### src/rtl/seg7_scan_driver_pkg.sv
// Shared definitions for the multiplexed 7-segment scan driver.
//  - SEG_OFF: active-high "all segments dark" pattern.
//  - hex_to_seg(): 4-bit value to {g,f,e,d,c,b,a} pattern, hex glyphs 0-F.
//  - seg_pol(): applies the board polarity to an active-high segment pattern.
package seg7_scan_driver_pkg;

    typedef logic [3:0] nibble_t;
    typedef logic [6:0] seg_t;

    localparam seg_t SEG_OFF = 7'h00;

    function automatic seg_t hex_to_seg(input nibble_t v);
        seg_t s;
        case (v)
            4'h0: s = 7'h3F;
            4'h1: s = 7'h06;
            4'h2: s = 7'h5B;
            4'h3: s = 7'h4F;
            4'h4: s = 7'h66;
            4'h5: s = 7'h6D;
            4'h6: s = 7'h7D;
            4'h7: s = 7'h07;
            4'h8: s = 7'h7F;
            4'h9: s = 7'h6F;
            4'hA: s = 7'h77;
            4'hB: s = 7'h7C;
            4'hC: s = 7'h39;
            4'hD: s = 7'h5E;
            4'hE: s = 7'h79;
            default: s = 7'h71;
        endcase
        return s;
    endfunction

    function automatic seg_t seg_pol(input seg_t s, input bit active_low);
        return active_low ? ~s : s;
    endfunction

endpackage

### src/rtl/seg7_scan_driver_if.sv
// Bus between the counter side and the 7-segment scan driver.
//  master: drives load/din/dp_mask/blank_lz, observes the display pins.
//  slave : the scan driver; consumes the load bus, drives seg/dp/an/frame_done.
interface seg7_scan_driver_if #(
    parameter int unsigned DIGITS = 4
);
    logic                  load;
    logic [4*DIGITS-1:0]   din;
    logic                  blank_lz;
    logic [DIGITS-1:0]     dp_mask;
    logic [6:0]            seg;
    logic                  dp;
    logic [DIGITS-1:0]     an;
    logic                  frame_done;

    modport master (
        output load, din, blank_lz, dp_mask,
        input  seg, dp, an, frame_done
    );

    modport slave (
        input  load, din, blank_lz, dp_mask,
        output seg, dp, an, frame_done
    );
endinterface

### src/rtl/seg7_scan_driver_hex_decode.sv
// Combinational hex-to-7-segment decoder (active-high).
//  nibble_i : value 0-F
//  seg_o    : {g,f,e,d,c,b,a}
module seg7_scan_driver_hex_decode
    import seg7_scan_driver_pkg::*;
(
    input  nibble_t nibble_i,
    output seg_t    seg_o
);
    assign seg_o = hex_to_seg(nibble_i);
endmodule

### src/rtl/seg7_scan_driver.sv
// Multiplexed common-anode 7-segment scan driver.
//  clk, rst : clock and asynchronous active-high reset
//  bus      : slave side of seg7_scan_driver_if
//             load/din/dp_mask capture a new value (shown from the next frame boundary),
//             blank_lz enables leading-zero suppression (sampled live),
//             seg/dp/an drive the display, frame_done pulses in the last cycle of a frame.
module seg7_scan_driver
    import seg7_scan_driver_pkg::*;
#(
    parameter int unsigned DIGITS      = 4,
    parameter int unsigned REFRESH_DIV = 50000,
    parameter int unsigned BLANK_CYC   = 64,
    parameter bit          ACTIVE_LOW  = 1'b1
) (
    input logic               clk,
    input logic               rst,
    seg7_scan_driver_if.slave bus
);
    localparam int unsigned PW = (REFRESH_DIV > 1) ? $clog2(REFRESH_DIV) : 1;
    localparam int unsigned IW = (DIGITS > 1) ? $clog2(DIGITS) : 1;
    localparam int unsigned DW = 5 * DIGITS;  // {dp_mask, din}

    localparam logic [DIGITS-1:0] AN_OFF  = ACTIVE_LOW ? {DIGITS{1'b1}} : {DIGITS{1'b0}};
    localparam logic              DP_OFF  = ACTIVE_LOW;
    localparam seg_t              SEG_IDLE = ACTIVE_LOW ? ~SEG_OFF : SEG_OFF;

    logic [PW-1:0]     presc_q, presc_d;
    logic [IW-1:0]     idx_q, idx_d;
    logic [DW-1:0]     pend_q, pend_d;
    logic [DW-1:0]     disp_q, disp_d;
    logic              pend_valid_q, pend_valid_d;
    logic [DIGITS-1:0] an_q, an_d;
    seg_t              seg_q, seg_d;
    logic              dp_q, dp_d;

    logic              tc, last_slot, wrap;
    logic [DIGITS-1:0] dp_bits, an_sel;
    logic [DIGITS:0]   lz;
    logic              blanked;
    nibble_t           cur_nibble;
    seg_t              cur_seg;

    assign tc        = (presc_q == PW'(REFRESH_DIV - 1));
    assign last_slot = (idx_q == IW'(DIGITS - 1));
    assign wrap      = tc & last_slot;

    // State register
    always_ff @(posedge clk or posedge rst) begin
        if (rst) begin
            presc_q      <= '0;
            idx_q        <= '0;
            pend_q       <= '0;
            disp_q       <= '0;
            pend_valid_q <= 1'b0;
            an_q         <= AN_OFF;
            seg_q        <= SEG_IDLE;
            dp_q         <= DP_OFF;
        end else begin
            presc_q      <= presc_d;
            idx_q        <= idx_d;
            pend_q       <= pend_d;
            disp_q       <= disp_d;
            pend_valid_q <= pend_valid_d;
            an_q         <= an_d;
            seg_q        <= seg_d;
            dp_q         <= dp_d;
        end
    end

    // Scan counters and load/transfer
    always_comb begin
        presc_d      = tc ? '0 : presc_q + 1'b1;
        idx_d        = idx_q;
        pend_d       = pend_q;
        pend_valid_d = pend_valid_q;
        disp_d       = disp_q;
        if (tc) begin
            idx_d = last_slot ? '0 : idx_q + 1'b1;
        end
        if (wrap) begin
            // A load coinciding with the frame boundary bypasses the pending register.
            if (bus.load) begin
                disp_d = {bus.dp_mask, bus.din};
            end else if (pend_valid_q) begin
                disp_d = pend_q;
            end
            pend_valid_d = 1'b0;
        end else if (bus.load) begin
            pend_d       = {bus.dp_mask, bus.din};
            pend_valid_d = 1'b1;
        end
    end

    // lz[k] is set when nibbles DIGITS-1..k of disp are all zero.
    always_comb begin
        lz         = '0;
        lz[DIGITS] = 1'b1;
        for (int k = DIGITS - 1; k >= 0; k--) begin
            lz[k] = lz[k+1] & (disp_q[4*k +: 4] == 4'h0);
        end
    end

    assign dp_bits    = disp_q[DW-1 -: DIGITS];
    assign cur_nibble = disp_q[{idx_q, 2'b00} +: 4];
    assign blanked    = bus.blank_lz & (idx_q != '0) & lz[idx_q];

    seg7_scan_driver_hex_decode u_hex_decode (
        .nibble_i (cur_nibble),
        .seg_o    (cur_seg)
    );

    // Output next-state; internal logic is active-high, polarity applied last.
    always_comb begin
        an_sel        = '0;
        an_sel[idx_q] = 1'b1;
        an_d          = ((presc_q >= PW'(BLANK_CYC)) && !blanked) ? an_sel : '0;
        seg_d         = blanked ? SEG_OFF : cur_seg;
        dp_d          = !blanked & dp_bits[idx_q];
        if (ACTIVE_LOW) begin
            an_d = ~an_d;
            dp_d = ~dp_d;
        end
        seg_d = seg_pol(seg_d, ACTIVE_LOW);
    end

    assign bus.an         = an_q;
    assign bus.seg        = seg_q;
    assign bus.dp         = dp_q;
    assign bus.frame_done = wrap;

endmodule

### src/flat_wrapper.sv
// flat-port wrapper written by rule: the top's interface ports become plain ports
module seg7_scan_driver_flat import seg7_scan_driver_pkg::*;
#(
    parameter int unsigned DIGITS      = 4,
    parameter int unsigned REFRESH_DIV = 50000,
    parameter int unsigned BLANK_CYC   = 64,
    parameter bit          ACTIVE_LOW  = 1'b1
)
  (clk, rst, bus_load, bus_din, bus_blank_lz, bus_dp_mask, bus_seg, bus_dp, bus_an, bus_frame_done);
  seg7_scan_driver_if #(.DIGITS(DIGITS)) bus_i ();
  input logic clk;
  input logic rst;
  input wire logic [$bits(bus_i.load)-1:0] bus_load;
  input wire logic [$bits(bus_i.din)-1:0] bus_din;
  input wire logic [$bits(bus_i.blank_lz)-1:0] bus_blank_lz;
  input wire logic [$bits(bus_i.dp_mask)-1:0] bus_dp_mask;
  output wire logic [$bits(bus_i.seg)-1:0] bus_seg;
  output wire logic [$bits(bus_i.dp)-1:0] bus_dp;
  output wire logic [$bits(bus_i.an)-1:0] bus_an;
  output wire logic [$bits(bus_i.frame_done)-1:0] bus_frame_done;
  assign bus_i.load = bus_load;
  assign bus_i.din = bus_din;
  assign bus_i.blank_lz = bus_blank_lz;
  assign bus_i.dp_mask = bus_dp_mask;
  assign bus_seg = bus_i.seg;
  assign bus_dp = bus_i.dp;
  assign bus_an = bus_i.an;
  assign bus_frame_done = bus_i.frame_done;
  seg7_scan_driver #(.DIGITS(DIGITS), .REFRESH_DIV(REFRESH_DIV), .BLANK_CYC(BLANK_CYC), .ACTIVE_LOW(ACTIVE_LOW)) u_core (.clk(clk), .rst(rst), .bus(bus_i));
endmodule
### config.mk
export PLATFORM = sky130hd
export DESIGN_NAME = seg7_scan_driver_flat
export DESIGN_NICKNAME = d
export VERILOG_FILES = /design/src/rtl/seg7_scan_driver_pkg.sv /design/src/rtl/seg7_scan_driver_if.sv /design/src/rtl/seg7_scan_driver_hex_decode.sv /design/src/rtl/seg7_scan_driver.sv /design/src/flat_wrapper.sv
export SDC_FILE = /design/constraint.sdc
export NUM_CORES = 1
export LEC_CHECK = 0
export BUFFER_PORTS_ARGS = -buffer_cell sky130_fd_sc_hd__buf_2
export CAP_MARGIN = 15
export CORE_MARGIN = 3
export CORE_UTILIZATION = 47
export DETAILED_ROUTE_END_ITERATION = 7
export PLACE_DENSITY = 0.69
export SLEW_MARGIN = 0
export SYNTH_ARGS = -nofsm -noshare
export SYNTH_HDL_FRONTEND = slang
export SYNTH_SLANG_ARGS = --single-unit
### constraint.sdc
create_clock -name clk -period 2.1 [get_ports clk]
set_input_delay 0.315 -clock clk [delete_from_list [all_inputs] [get_ports clk]]
set_output_delay 0.315 -clock clk [all_outputs]
set_load 0.01 [all_outputs]
=== Word level (Yosys, flattened, before mapping) ===
Memories as Yosys holds them, arrays and structs flattened.
Index checks and enable logic that the tools add are counted.

* ROM bits: 112
* Memories kept: 1
* Register bits after elaboration: 71
* Output and inout bits: 13

{| class="wikitable"
|+ Memory list
! name !! depth !! bits a word !! rd ports !! clocked after memory_dff !! write ports !! RTL line !! text
|-
| (name not given) || 16 || 7 || 1 || 0 || 0 || seg7_scan_driver_pkg.sv:14 || <nowiki>case (v)</nowiki>
|}

* Equality and inequality tests: 2
* Reduce and logical (&&, ||, !) cells: 12
* $add $sub $neg: 2
* Multiplexer cells: 14
* Order comparisons: 4
* Shift operators: 1
* Bitwise gates (word level): 11

{| class="wikitable"
|+ Operators by type and width
! cell !! count
|-
| 2-to-1 mux 20 bit || 2
|-
| indexed part select 20 x 5 -> 4 bit || 1
|-
| adder 16 x 1 -> 16 bit (second input constant) || 1
|-
| == test 16 bit (second input constant) || 1
|-
| >= comparator 16 x 7 -> 1 bit (second input constant) || 1
|-
| logical NOT 4 bit || 4
|-
| 2-to-1 mux 16 bit || 1
|-
| AND 1 bit || 7
|-
| 2-to-1 mux 7 bit || 1
|-
| NOT 7 bit || 1
|-
| nonzero test 2 bit || 3
|-
| 2-to-1 mux 1 bit || 5
|-
| binary-select mux 1 bit (select 2 bit) || 2
|-
| < comparator 2 x 4 -> 1 bit (second input constant) || 1
|-
| 2-to-1 mux 4 bit || 1
|-
| NOT 4 bit || 1
|-
| AND reduction 2 bit || 2
|-
| < comparator 2 x 3 -> 1 bit (second input constant) || 1
|-
| adder 2 x 1 -> 2 bit (second input constant) || 1
|-
| demux 1 bit (select 2 bit) || 1
|-
| == test 2 bit (second input constant) || 1
|-
| >= comparator 2 x 1 -> 1 bit (second input constant) || 1
|-
| logical AND 1 bit || 2
|-
| 2-to-1 mux 2 bit || 1
|-
| other kinds (2) || 3
|}

=== Depth between registers and ports, before layout ===
* Word-level depth: 11
* Mapped depth: 7
* Mapped depth without buffers: 6

=== By module ===
Synthesis repeated with hierarchy kept, for this count alone.

* Cell total of the unflattened synthesis: 287
* Area total of the unflattened synthesis: 3648.5 µm²

{| class="wikitable"
|+ Modules (own cells, without submodules)
! module !! area an instance (µm²) !! sequential area each (µm²) !! times used !! cells an instance
|-
| seg7_scan_driver || 3360.7 || 1791.7 || 1 || 254
|-
| seg7_scan_driver_hex_decode || 287.8 || 0.0 || 1 || 33
|}

=== Worst setup path after synthesis ===
OpenSTA, ideal clock, no wires.

* Kind: register to register
* Start point: register u_core.presc_q[12]
* End point: register u_core.disp_q[7]
* Required time: 1968 ps
* Setup time: 132 ps
* Buffers on the path: 2
* Data arrival time: 1808 ps
* Setup slack: 160 ps
* Cell stages (with the launch flop): 8
* Clock period less this slack: 1940 ps
* Path through: dfrtp_1 > or4_4 > nor3_2 > nand3_2 > or2_1 > buf_6 > buf_6 > o2bb2ai_1

* Cells in the longest elaborated chain, start to end: 3

{| class="wikitable"
|+ RTL lines
! item !! RTL line !! text
|-
| start: declaration || seg7_scan_driver.sv:27 || <nowiki>logic [PW-1:0] presc_q, presc_d;</nowiki>
|-
| start signal: assignment || seg7_scan_driver.sv:59 || <nowiki>presc_q <= presc_d;</nowiki>
|-
| == test 16 bit || seg7_scan_driver.sv:43 || <nowiki>assign tc = (presc_q == PW'(REFRESH_DIV - 1));</nowiki>
|-
| AND 1 bit || seg7_scan_driver.sv:45 || <nowiki>assign wrap = tc & last_slot;</nowiki>
|-
| AND reduction 2 bit (no source line) || -- ||
|-
| end signal: assignment || seg7_scan_driver.sv:62 || <nowiki>disp_q <= disp_d;</nowiki>
|-
| end: declaration || seg7_scan_driver.sv:30 || <nowiki>logic [DW-1:0] disp_q, disp_d;</nowiki>
|}

No other way between the ends.
A chain may end at the register's enable or synchronous reset.

=== Final worst setup path ===
* Start point: register u_core.presc_q[13]
* End point: output bus_frame_done

* Cells in the longest elaborated chain, start to end: 2

{| class="wikitable"
|+ RTL lines
! item !! RTL line !! text
|-
| == test 16 bit || seg7_scan_driver.sv:43 ||
|-
| AND 1 bit || seg7_scan_driver.sv:45 ||
|-
| end: declaration || flat_wrapper.sv:20 || <nowiki>output wire logic [$bits(bus_i.frame_done)-1:0] bus_frame_done;</nowiki>
|}

No other way between the ends.

==> results by group <==
Setup path
  • Reg-to-reg slack, setup: 0.05 ns
  • Reg2reg path depth: 7
  • Startpoint types: register
  • Worst path arrival time: 1.90 ns
  • Worst R2R Start: u_core.presc_q[13]$_DFF_PP0_
  • CP Data Required Time: 1.78 ns
  • Slowest CP cell: or4_4
  • Critical path type: register to output port
  • Worst Setup SP: u_core.presc_q[13]$_DFF_PP0_
  • CP endpoint kind: output port
  • Worst reg2reg path endpoint: u_core.pend_q[19]$_DFFE_PP0P_
  • CP cell instances: or4_4 -> nor3_4 -> and4_1 -> and2_4 -> buf_6
  • Slowest stage delay, CP: 0.56 ns
  • CP max FO: 2

Outcome
  • Status: finished with violations
  • Failing checks: setup timing

STA
  • RSZ-0062 raised after global routing: yes
  • Slew @ Worst Pin: 0.415 ns
  • Setup TNS: -0.113 ns
  • Final Setup Violations: 1
  • Skew final: 0.00976 ns
  • Period utilisation layout: 1.05
  • Slew headroom: 0.721
  • Min Clock Period, post-route: 2.21 ns
  • Fmax: 0.452 GHz
  • Final Worst Setup Slack: -0.113 ns
  • Slew Viols, Final: 0
  • Hold Fails Final Rpt: 0

Pwr
  • Power Density: 684 nW/um^2
  • Pleak: 1.88 nW
  • IR drop worst, VDD: 0.474 mV

Cells and area
  • Util after Layout: 0.594
  • Layout cell share with drive strength beyond 1: 0.333
  • FF+latch area: 1790 um^2
  • Layout Nets: 385
  • Diodes inserted: 0
  • # fillers: 616
  • Multi-input logic area: 1600 um^2
  • Area delta synth->final: 18.8%

Drt
  • Final antenna-violating net count: 0
  • Total Wirelength: 7270 um
  • First-iteration detailed-routing DRC count: 179
  • Wire per inst: 16.2 um
  • Vias per cell: 5.56
  • 1st-pass router iterations: 4
  • Via count: 2503
  • Remaining DRCs: 0

Logic synthesis
  • Post-Syn Area: 3490 um^2
  • Mapped Avg Cell Area: 11.9 um^2
  • Post-synth EDFFs: 0
  • Unique masters post-synth: 43
  • FF+latch count, synth: 71
  • Ys Warns: 0
  • Post-synth ARST share: 1.00
  • Synth Instances: 294
  • Ys flop type: dfrtp_1
  • Syn Nets: 330
  • Sequential-to-total area share from yosys stat: 0.514

Job
  • Max-Cap Viols: 0

Floorplan
  • Core box area: 6980 um^2
  • Die span in x: 92.2 um
  • IO Count: 37
  • Num rows: 30
  • Die Y: 92.2 um
  • Initial Util: 0.500
  • Die Area: 8490 um^2

Global routing
  • Antenna violations before repair: 0
  • Gr ovfl total: 0
  • First-pass GRT wire length: 12000 um
  • Number of global-route vias before repair: 2422
  • Largest net degree at the start of global routing: 40
  • GRT Util Overall: 0.178

Worst hold path
  • Worst hold stages: 2
  • Hold Crit Class: input pin to register
  • Worst hold start: bus_din[6]
  • Hold Path End: u_core.pend_q[6]$_DFFE_PP0P_

CTS
  • H-tree depth: 3
  • Worst-Skew Late Latency: 0.34 ns
  • TritonCTS clock tree: done
  • Num CTS Buffers: 9
  • CTS clk-pin slew, worst paths: 0.07 ns
  • CTS sink cnt: 71
  • Worst-case clock buffer depth: 2
  • Clk root buf: clkbuf_8

Placement
  • Port Buffers: 36
  • Routability Congestion: 0.853
  • Dpl hpwl: 4920 um
==> critical path: cells and delay by family, from the launching register on <==
family	cells	cell delay, ns
AND/OR/NAND/NOR	4	1.07
flip-flops	1	0.38
buffers and inverters	1	0.10
==> cell families (layout without fill, tap and decap cells) <==
kind of cell | Yosys count | after routing | synth area share
AO/OA/AOI/OAI | 55 | 55 | 0.115
flip-flops | 71 | 71 | 0.514
adder cells (fa/ha/maj) | 12 | 12 | 0.0430
AND/OR/NAND/NOR | 82 | 82 | 0.133
multiplexers | 34 | 34 | 0.119
XOR/XNOR | 17 | 17 | 0.0427
buffers and inverters | 23 | 83 | 0.0330
==> final cells by class <==
| cell class | instances | area share |
|---|---|---|
| Inverter | 7 | 0.00634 |
| Multi-Input combinational cell | 200 | 0.386 |
| Timing Repair Buffer | 60 | 0.100 |
| Tap cell | 96 | 0.0290 |
| Clock buffer | 12 | 0.0350 |
| Clock inverter | 4 | 0.0109 |
| Sequential cell | 71 | 0.433 |
==> synth_stat cells (2+ instances only) <==
master / instances / share of area
mux2_2: 21 / 0.068
nand3b_1: 3 / 0.0065
nand3_1: 10 / 0.014
nand2_1: 21 / 0.023
and3_1: 5 / 0.0090
and3b_1: 9 / 0.023
buf_4: 2 / 0.0043
and2_1: 2 / 0.0036
a22oi_1: 10 / 0.022
inv_1: 7 / 0.0075
mux4_2: 4 / 0.026
o2bb2ai_1: 19 / 0.048
buf_6: 2 / 0.0065
clkbuf_1: 7 / 0.0075
xnor2_1: 6 / 0.015
a21oi_1: 10 / 0.014
o211ai_1: 3 / 0.0065
nor3_1: 2 / 0.0029
nor2b_1: 2 / 0.0036
dfrtp_1: 59 / 0.42
xor2_1: 11 / 0.028
nand4_1: 4 / 0.0072
o21ai_0: 6 / 0.0086
nor2_1: 12 / 0.013
mux2i_1: 9 / 0.026
ha_1: 12 / 0.043
o221ai_1: 2 / 0.0050
dfstp_2: 12 / 0.090
buf_2: 5 / 0.0072
nor4_1: 4 / 0.0072
==> per-layer routing <==
layer | vias up | global-route usage | wire length, um | part of all wire
met5 | - | 0 | 0 | 0
met4 | 0 | 0.0532 | 81 | 0.011
met3 | 8 | 0.0509 | 326 | 0.045
met2 | 56 | 0.276 | 3430 | 0.47
met1 | 1252 | 0.244 | 3430 | 0.47
li1 | 1187 | - | - | -
==> what timing repair did <==
| action | 4_1_cts | 5_1_grt |
|---|---|---|
| pin swaps | 4 | 2 |
| setup endpoints to repair | 17 | 40 |
| hold buffers | 1 | 0 |
| hold endpoints to repair | 16 | 0 |
| resized for setup | 4 | 4 |
| gates cloned | 0 | 2 |
| setup buffers | 2 | 2 |
==> registers in the layout, summed over array words and instances, names as in the netlist <==
register             count
u_core.bus.an            4
u_core.pend_valid_q      1
u_core.bus.seg           7
u_core.bus.dp            1
u_core.idx_q             2
u_core.disp_q           20
u_core.presc_q          16
u_core.pend_q           20
==> worst max-delay path by stage <==
stage,end,cells after the start
2_1_floorplan,u_core.disp_q[0]$_DFFE_PP0P_,1
3_3_place_gp,u_core.disp_q[7]$_DFFE_PP0P_,5
3_5_place_dp,u_core.disp_q[15]$_DFFE_PP0P_,5
4_1_cts,bus_frame_done,5
5_1_grt,bus_frame_done,5
6_report,bus_frame_done,5
==> per-stage QoR <==
step	hold WS (ns)	setup WS, ns	power (mW)	cells	area [um^2]
floorplan	0.451	0.00829	1.69	294	3490
global placement	0.320	0.0687	1.78	427	3850
detailed placement	0.326	-0.000624	1.79	427	3850
CTS	0.207	-0.143	2.85	446	4080
global route	0.207	-0.180	2.96	450	4150
finish	0.222	-0.113	2.83	450	4150
==> cells in the final DEF, fill, tap and decap left out, types with 4 or more instances in the layout <==
cell type  count
mux2i_1        9
a22oi_1       10
dfstp_2       12
clkbuf_8      10
dfrtp_1       58
buf_4         19
mux2_2        21
nor2_1        12
xnor2_1        6
nand4_1        4
xor2_1        11
and3b_1        9
o2bb2ai_1     19
nor4_1         4
nand2_1       20
ha_1          12
mux4_2         4
a21oi_1       10
inv_1          6
and3_1         5
o21ai_0        6
nand3_1       10
buf_2         35
==> where the power goes <==
part	internal, mW	switching [mW]	total, mW
sequential	1.45	0.0427	1.49
combinational	0.146	0.138	0.284
clock	0.576	0.484	1.06
total	2.17	0.665	2.83
Power figures use the tool's default switching activity.
